File: src/rtl/store_monitor.sv
// store_monitor: passive pass/fail/timeout checker on the MIPS data-memory store bus.
// Define STORE_MONITOR_LOG_EN to build the store-log FIFO; otherwise the log ports read as 0.
module store_monitor #(
  parameter logic [31:0] PASS_ADDR  = 32'd84,
  parameter logic [31:0] PASS_DATA  = 32'd7,
  parameter logic [31:0] ALLOW_ADDR = 32'd80,
  parameter int          TIMEOUT    = 1000,
  parameter int          LOG_DEPTH  = 8
) (
  input  logic        clk,
  input  logic        reset,
  input  logic        clear,
  input  logic        memwrite,
  input  logic [31:0] dataadr,
  input  logic [31:0] writedata,
  output logic        done,
  output logic        pass,
  output logic        fail,
  output logic        timeout,
  output logic [15:0] wr_count,
  input  logic        log_rd,
  output logic        log_valid,
  output logic [31:0] log_addr,
  output logic [31:0] log_data,
  output logic        log_overflow
);

  localparam int TW = (TIMEOUT > 1) ? $clog2(TIMEOUT) : 1;
  localparam logic [TW-1:0] TLAST = TW'(TIMEOUT - 1);

  typedef enum logic [2:0] {
    ST_RESET   = 3'd0,
    ST_RUN     = 3'd1,
    ST_PASS    = 3'd2,
    ST_FAIL    = 3'd3,
    ST_TIMEOUT = 3'd4
  } state_t;

  state_t        state_r;
  logic [TW-1:0] tcnt_r;
  logic          done_r, pass_r, fail_r, timeout_r;
  logic [15:0]   wr_r;
  logic          store_s, hit_pass_s, hit_fail_s;

  // Classify the store on the bus; unknown strobe or compare bits fall through to FAIL.
  always_comb begin
    store_s    = 1'b0;
    hit_pass_s = 1'b0;
    hit_fail_s = 1'b0;
    if (state_r == ST_RUN) begin
      if (memwrite == 1'b0) begin
        store_s = 1'b0;
      end else if (memwrite == 1'b1) begin
        store_s = 1'b1;
        if ((dataadr == PASS_ADDR) && (writedata == PASS_DATA)) begin
          hit_pass_s = 1'b1;
        end else if (dataadr == PASS_ADDR) begin
          hit_fail_s = 1'b1;
        end else if (dataadr == ALLOW_ADDR) begin
          hit_fail_s = 1'b0;
        end else begin
          hit_fail_s = 1'b1;
        end
      end else begin
        hit_fail_s = 1'b1;
      end
    end else begin
      store_s = 1'b0;
    end
  end

  // Verdict FSM with registered flags; a verdict store beats the timeout on the same edge.
  always_ff @(posedge clk or negedge reset) begin
    if (!reset) begin
      state_r   <= ST_RESET;
      tcnt_r    <= {TW{1'b0}};
      done_r    <= 1'b0;
      pass_r    <= 1'b0;
      fail_r    <= 1'b0;
      timeout_r <= 1'b0;
    end else if (clear) begin
      state_r   <= ST_RUN;
      tcnt_r    <= {TW{1'b0}};
      done_r    <= 1'b0;
      pass_r    <= 1'b0;
      fail_r    <= 1'b0;
      timeout_r <= 1'b0;
    end else begin
      case (state_r)
        ST_RESET: begin
          state_r <= ST_RUN;
          tcnt_r  <= {TW{1'b0}};
        end
        ST_RUN: begin
          if (hit_pass_s) begin
            state_r <= ST_PASS;
            done_r  <= 1'b1;
            pass_r  <= 1'b1;
          end else if (hit_fail_s) begin
            state_r <= ST_FAIL;
            done_r  <= 1'b1;
            fail_r  <= 1'b1;
          end else if (tcnt_r == TLAST) begin
            state_r   <= ST_TIMEOUT;
            done_r    <= 1'b1;
            timeout_r <= 1'b1;
          end else begin
            tcnt_r <= tcnt_r + TW'(1);
          end
        end
        ST_PASS, ST_FAIL, ST_TIMEOUT: begin
          state_r <= state_r;
        end
        default: begin
          state_r   <= ST_RESET;
          done_r    <= 1'b0;
          pass_r    <= 1'b0;
          fail_r    <= 1'b0;
          timeout_r <= 1'b0;
        end
      endcase
    end
  end

  // Saturating count of stores accepted in RUN.
  always_ff @(posedge clk or negedge reset) begin
    if (!reset) begin
      wr_r <= 16'd0;
    end else if (clear) begin
      wr_r <= 16'd0;
    end else if (store_s && (wr_r != 16'hFFFF)) begin
      wr_r <= wr_r + 16'd1;
    end else begin
      wr_r <= wr_r;
    end
  end

  assign done     = done_r;
  assign pass     = pass_r;
  assign fail     = fail_r;
  assign timeout  = timeout_r;
  assign wr_count = wr_r;

`ifdef STORE_MONITOR_LOG_EN
  localparam int AW = $clog2(LOG_DEPTH);
  localparam logic [AW:0] DEPTH_C = (AW + 1)'(LOG_DEPTH);

  logic [63:0]   mem_r [LOG_DEPTH];
  logic [AW-1:0] wptr_r, rptr_r;
  logic [AW:0]   cnt_r;
  logic          ovf_r, full_s, pop_s, push_s;

  assign full_s = (cnt_r == DEPTH_C);
  assign pop_s  = log_rd && (cnt_r != {(AW + 1){1'b0}});
  assign push_s = store_s && (!full_s || pop_s);

  // Log storage written at the tail; contents need no reset since pointers qualify them.
  always_ff @(posedge clk) begin
    if (push_s && !clear) begin
      mem_r[wptr_r] <= {dataadr, writedata};
    end
  end

  // Log pointers, occupancy and sticky overflow.
  always_ff @(posedge clk or negedge reset) begin
    if (!reset) begin
      wptr_r <= {AW{1'b0}};
      rptr_r <= {AW{1'b0}};
      cnt_r  <= {(AW + 1){1'b0}};
      ovf_r  <= 1'b0;
    end else if (clear) begin
      wptr_r <= {AW{1'b0}};
      rptr_r <= {AW{1'b0}};
      cnt_r  <= {(AW + 1){1'b0}};
      ovf_r  <= 1'b0;
    end else begin
      if (push_s) wptr_r <= wptr_r + AW'(1);
      if (pop_s)  rptr_r <= rptr_r + AW'(1);
      case ({push_s, pop_s})
        2'b10:   cnt_r <= cnt_r + (AW + 1)'(1);
        2'b01:   cnt_r <= cnt_r - (AW + 1)'(1);
        default: cnt_r <= cnt_r;
      endcase
      if (store_s && full_s && !pop_s) ovf_r <= 1'b1;
    end
  end

  assign log_valid    = (cnt_r != {(AW + 1){1'b0}});
  assign log_addr     = log_valid ? mem_r[rptr_r][63:32] : 32'd0;
  assign log_data     = log_valid ? mem_r[rptr_r][31:0]  : 32'd0;
  assign log_overflow = ovf_r;
`else
  logic unused_s;
  assign unused_s     = log_rd ^ (LOG_DEPTH < 32'sd2);
  assign log_valid    = 1'b0;
  assign log_addr     = 32'd0;
  assign log_data     = 32'd0;
  assign log_overflow = 1'b0;
`endif

endmodule

File: config.mk
export PLATFORM = sky130hd
export DESIGN_NAME = store_monitor
export DESIGN_NICKNAME = d
export VERILOG_FILES = /design/src/rtl/store_monitor.sv
export SDC_FILE = /design/constraint.sdc
export NUM_CORES = 1
export LEC_CHECK = 0
export CORE_MARGIN = 2
export CORE_UTILIZATION = 45
export CTS_BUF_LIST = sky130_fd_sc_hd__clkbuf_8
export DETAILED_ROUTE_END_ITERATION = 8
export DONT_BUFFER_PORTS = 1
export PLACE_DENSITY = 0.6
export SYNTH_ARGS = -nofsm -noshare
export SYNTH_HDL_FRONTEND = slang
export SYNTH_SLANG_ARGS = --single-unit
File: constraint.sdc
create_clock -name clk -period 3.8 [get_ports clk]
set_input_delay 1.14 -clock clk [delete_from_list [all_inputs] [get_ports clk]]
set_output_delay 1.14 -clock clk [all_outputs]
set_load 0.01 [all_outputs]
==> metrics <==
row cnt 26; DRC Markers 0; FF+latch count, synth 33; post-CTS setup buffer count 0; FMAX 416 MHz; largest net degree at the start of global routing 34; Placer Congestion between 0.8 and 0.9; Worst Hold End state_r[2]$_DFFE_PN0P_; Worst Path Required approximately 4.0 ns; Final setup violation count 0; Layout area overhead -2.30%; worst-skew pair later-pin latency 0.29 ns; Hold Path Origin state_r[1]$_DFFE_PN0P_; clock tree sinks 33; Starting Density between 40 and 50%; Async SR Flop Fraction 100%; Die Y around 77 um; WHS ~0.52 ns; Ant. Diodes 0; Crit Path Max Fanout 10; placed standard-cell area 2220 um^2; Clock Skew between 0.006 and 0.007 ns; post-route cell area 2340 um^2; VDD IR max ~0.00013 V; first-pass GRT wire length just over 7000 um; register area share after synthesis roughly 34%; CTS Buf Count 5; fraction of layout cells with a size suffix above 1 under 10%; Fin. Hold Viols 0; Post-DRT Antenna Nets 0; Post-synth EDFFs 0; top-area cell type share of the netlist area 34.5%; Max-Cap Viols 0; Die W a little under 80 um; Tightest Hold Check Type reg2reg; DIE AREA a little under 6000 um^2; worst reg-to-reg path cell count 6; Setup TNS 0 ns; drt pass-1 iters 4; Max Buffers Root-to-Sink 2; WL final slightly below 5000 um; Congestion Overflow GR 0; Crit. End Element flip-flop; cts repair resizes 0; RSZ-0062 raised after global routing no; vias per inst 4.95; WS Path Type in2reg; worst r2r src tcnt_r[0]$_DFFE_PN0P_; clock-pin slew on the worst setup and hold paths 0.07 ns; clk root buf clkbuf_8; ranking of synthesized cells by area dfrtp_1 34%, buf_4 21%, xor2_1 5.1%, nor2_1 4.9%, nor4_1 3.4%; pwr dens 342 nW/um^2; top_reg_cell synth dfrtp_1; Syn Std Cell Area 2390 um^2; Distinct cells, synth 45; num ports around 160; via count of the first global-routing pass 1436; area leader, netlist dfrtp_1; GRT Total Usage 15.8%; outcome finished clean; Leakage approximately 1.0 nW; Port-buffer cells 0; Post-Synthesis Cells between 200 and 300; Worst setup SP type primary input; Placeable Area 5110 um^2; Synth Warn # 0; final worst path period share 63.2%; Hold Buf Count CTS 0; CP Data Arrival Time between 2 and 3 ns; # fillers just under 500; Period minus WS final between 2 and 2.5 ns; via count 1714; Post-Syn Area per Cell just under 9 um^2; CTS tree built; initial antenna violation count 0; Slew @ Worst Pin 0.533 ns; htree depth 2; worst r2r dst state_r[0]$_DFFE_PN0P_; HPWL Detailed roughly 3800 um; R2R Setup Slk around 1.8 ns; Slew HR about 64%; Final nets 346; drt wl/cell 13.9 um; Initial DRC Count between 90 and 100; Slew Limit Fails 0; Worst Hold Depth 1
-- per-stage QoR --
step                      instances  util (%)  total power [mW]  worst slack, ns
after floorplan                 336         -             0.506             1.32
after global placement          338      43.5             0.465             1.10
after detailed placement        338      43.5             0.466             1.07
after CTS                       346      45.8             0.809             1.37
after global routing            346      45.8             0.837             1.18
final                           346      45.8             0.801             1.40
-- critical path, cell delays in order --
cell	delay, ns
nor4_1	0.25
nand4_1	0.22
nor3_4	0.45
o21ai_2	0.16
o21ai_0	0.25
o41ai_2	0.10
-- Yosys cell counts, types with 4 or more instances --
library cell,n
nor2_1,31
o21ai_0,6
inv_1,4
nand2b_1,4
and3_1,5
nor4_1,13
nand4_1,8
dfrtp_1,33
nand3_1,8
buf_4,66
o211ai_1,5
nand2_1,15
and2_1,4
nor3_1,8
xnor2_1,5
xor2_1,14
a21oi_1,6
-- cell families after synthesis --
family	after synthesis	synth area share, %
flip-flops	33	34.5
AO/OA/AOI/OAI	32	9.77
buffers and inverters	72	21.6
XOR/XNOR	19	6.95
other	1	0.157
AND/OR/NAND/NOR	111	25.5
adder cells (fa/ha/maj)	2	1.04
multiplexers	1	0.418
-- worst max path at each step --
stage	from	to	slack [ns]	cells past startpoint
2_1_floorplan	dataadr[14]	tcnt_r[7]$_DFFE_PN0P_	1.32	6
3_3_place_gp	dataadr[1]	tcnt_r[7]$_DFFE_PN0P_	1.10	6
3_5_place_dp	dataadr[1]	tcnt_r[7]$_DFFE_PN0P_	1.07	6
4_1_cts	dataadr[1]	tcnt_r[7]$_DFFE_PN0P_	1.37	6
5_1_grt	dataadr[1]	tcnt_r[5]$_DFFE_PN0P_	1.18	5
6_report	dataadr[14]	tcnt_r[7]$_DFFE_PN0P_	1.40	6
-- state kept, by name (all words and copies together), names as in the netlist --
signal    flops
timeout       1
pass          1
state_r       3
wr_count     16
fail          1
done          1
tcnt_r       10
-- layout by cell type, fill, tap and decap left out, drive strengths merged, types with 2 or more instances in the layout --
master / count
xor2: 14
dfrtp: 33
nand2: 15
nand4: 8
a31oi: 3
clkbuf: 6
o211ai: 5
o21ai: 7
inv: 5
nand3: 9
a211oi: 2
nand2b: 4
nor4: 13
nor3: 10
o21bai: 2
or2: 2
o2111ai: 2
conb: 66
a21oi: 6
ha: 2
xnor2: 5
nor2: 32
o21a: 2
nor4b: 3
and2: 4
and3: 5
-- layout make-up --
type | count | area [um^2] | area share (%)
clock buffer | 6 | 82.6 | 3.53
clock inverter | 2 | 33.8 | 1.44
inverter | 4 | 15.0 | 0.642
multi-input combinational | 231 | 1290 | 55.3
sequential | 33 | 826 | 35.3
tap | 70 | 87.6 | 3.74
-- routing by layer --
| metal | track usage, % | vias to the layer above | share of wire (%) |
|---|---|---|---|
| li1 | - | 822 | - |
| met1 | 18.5 | 785 | 39 |
| met2 | 27.8 | 100 | 51 |
| met3 | 2.71 | 7 | 7.2 |
| met4 | 8.00 | 0 | 2.4 |
| met5 | 0 | - | 0 |
-- report_power, final --
part | total (mW) | internal (mW) | switching, mW | leakage, nW
Combinational | 0.0824 | 0.0231 | 0.0593 | 0.518
Clock | 0.341 | 0.211 | 0.130 | 0.0626
Sequential | 0.377 | 0.362 | 0.0157 | 0.452
Total | 0.801 | 0.596 | 0.205 | 1.03
Note: power is estimated with default switching activity, not from simulation.
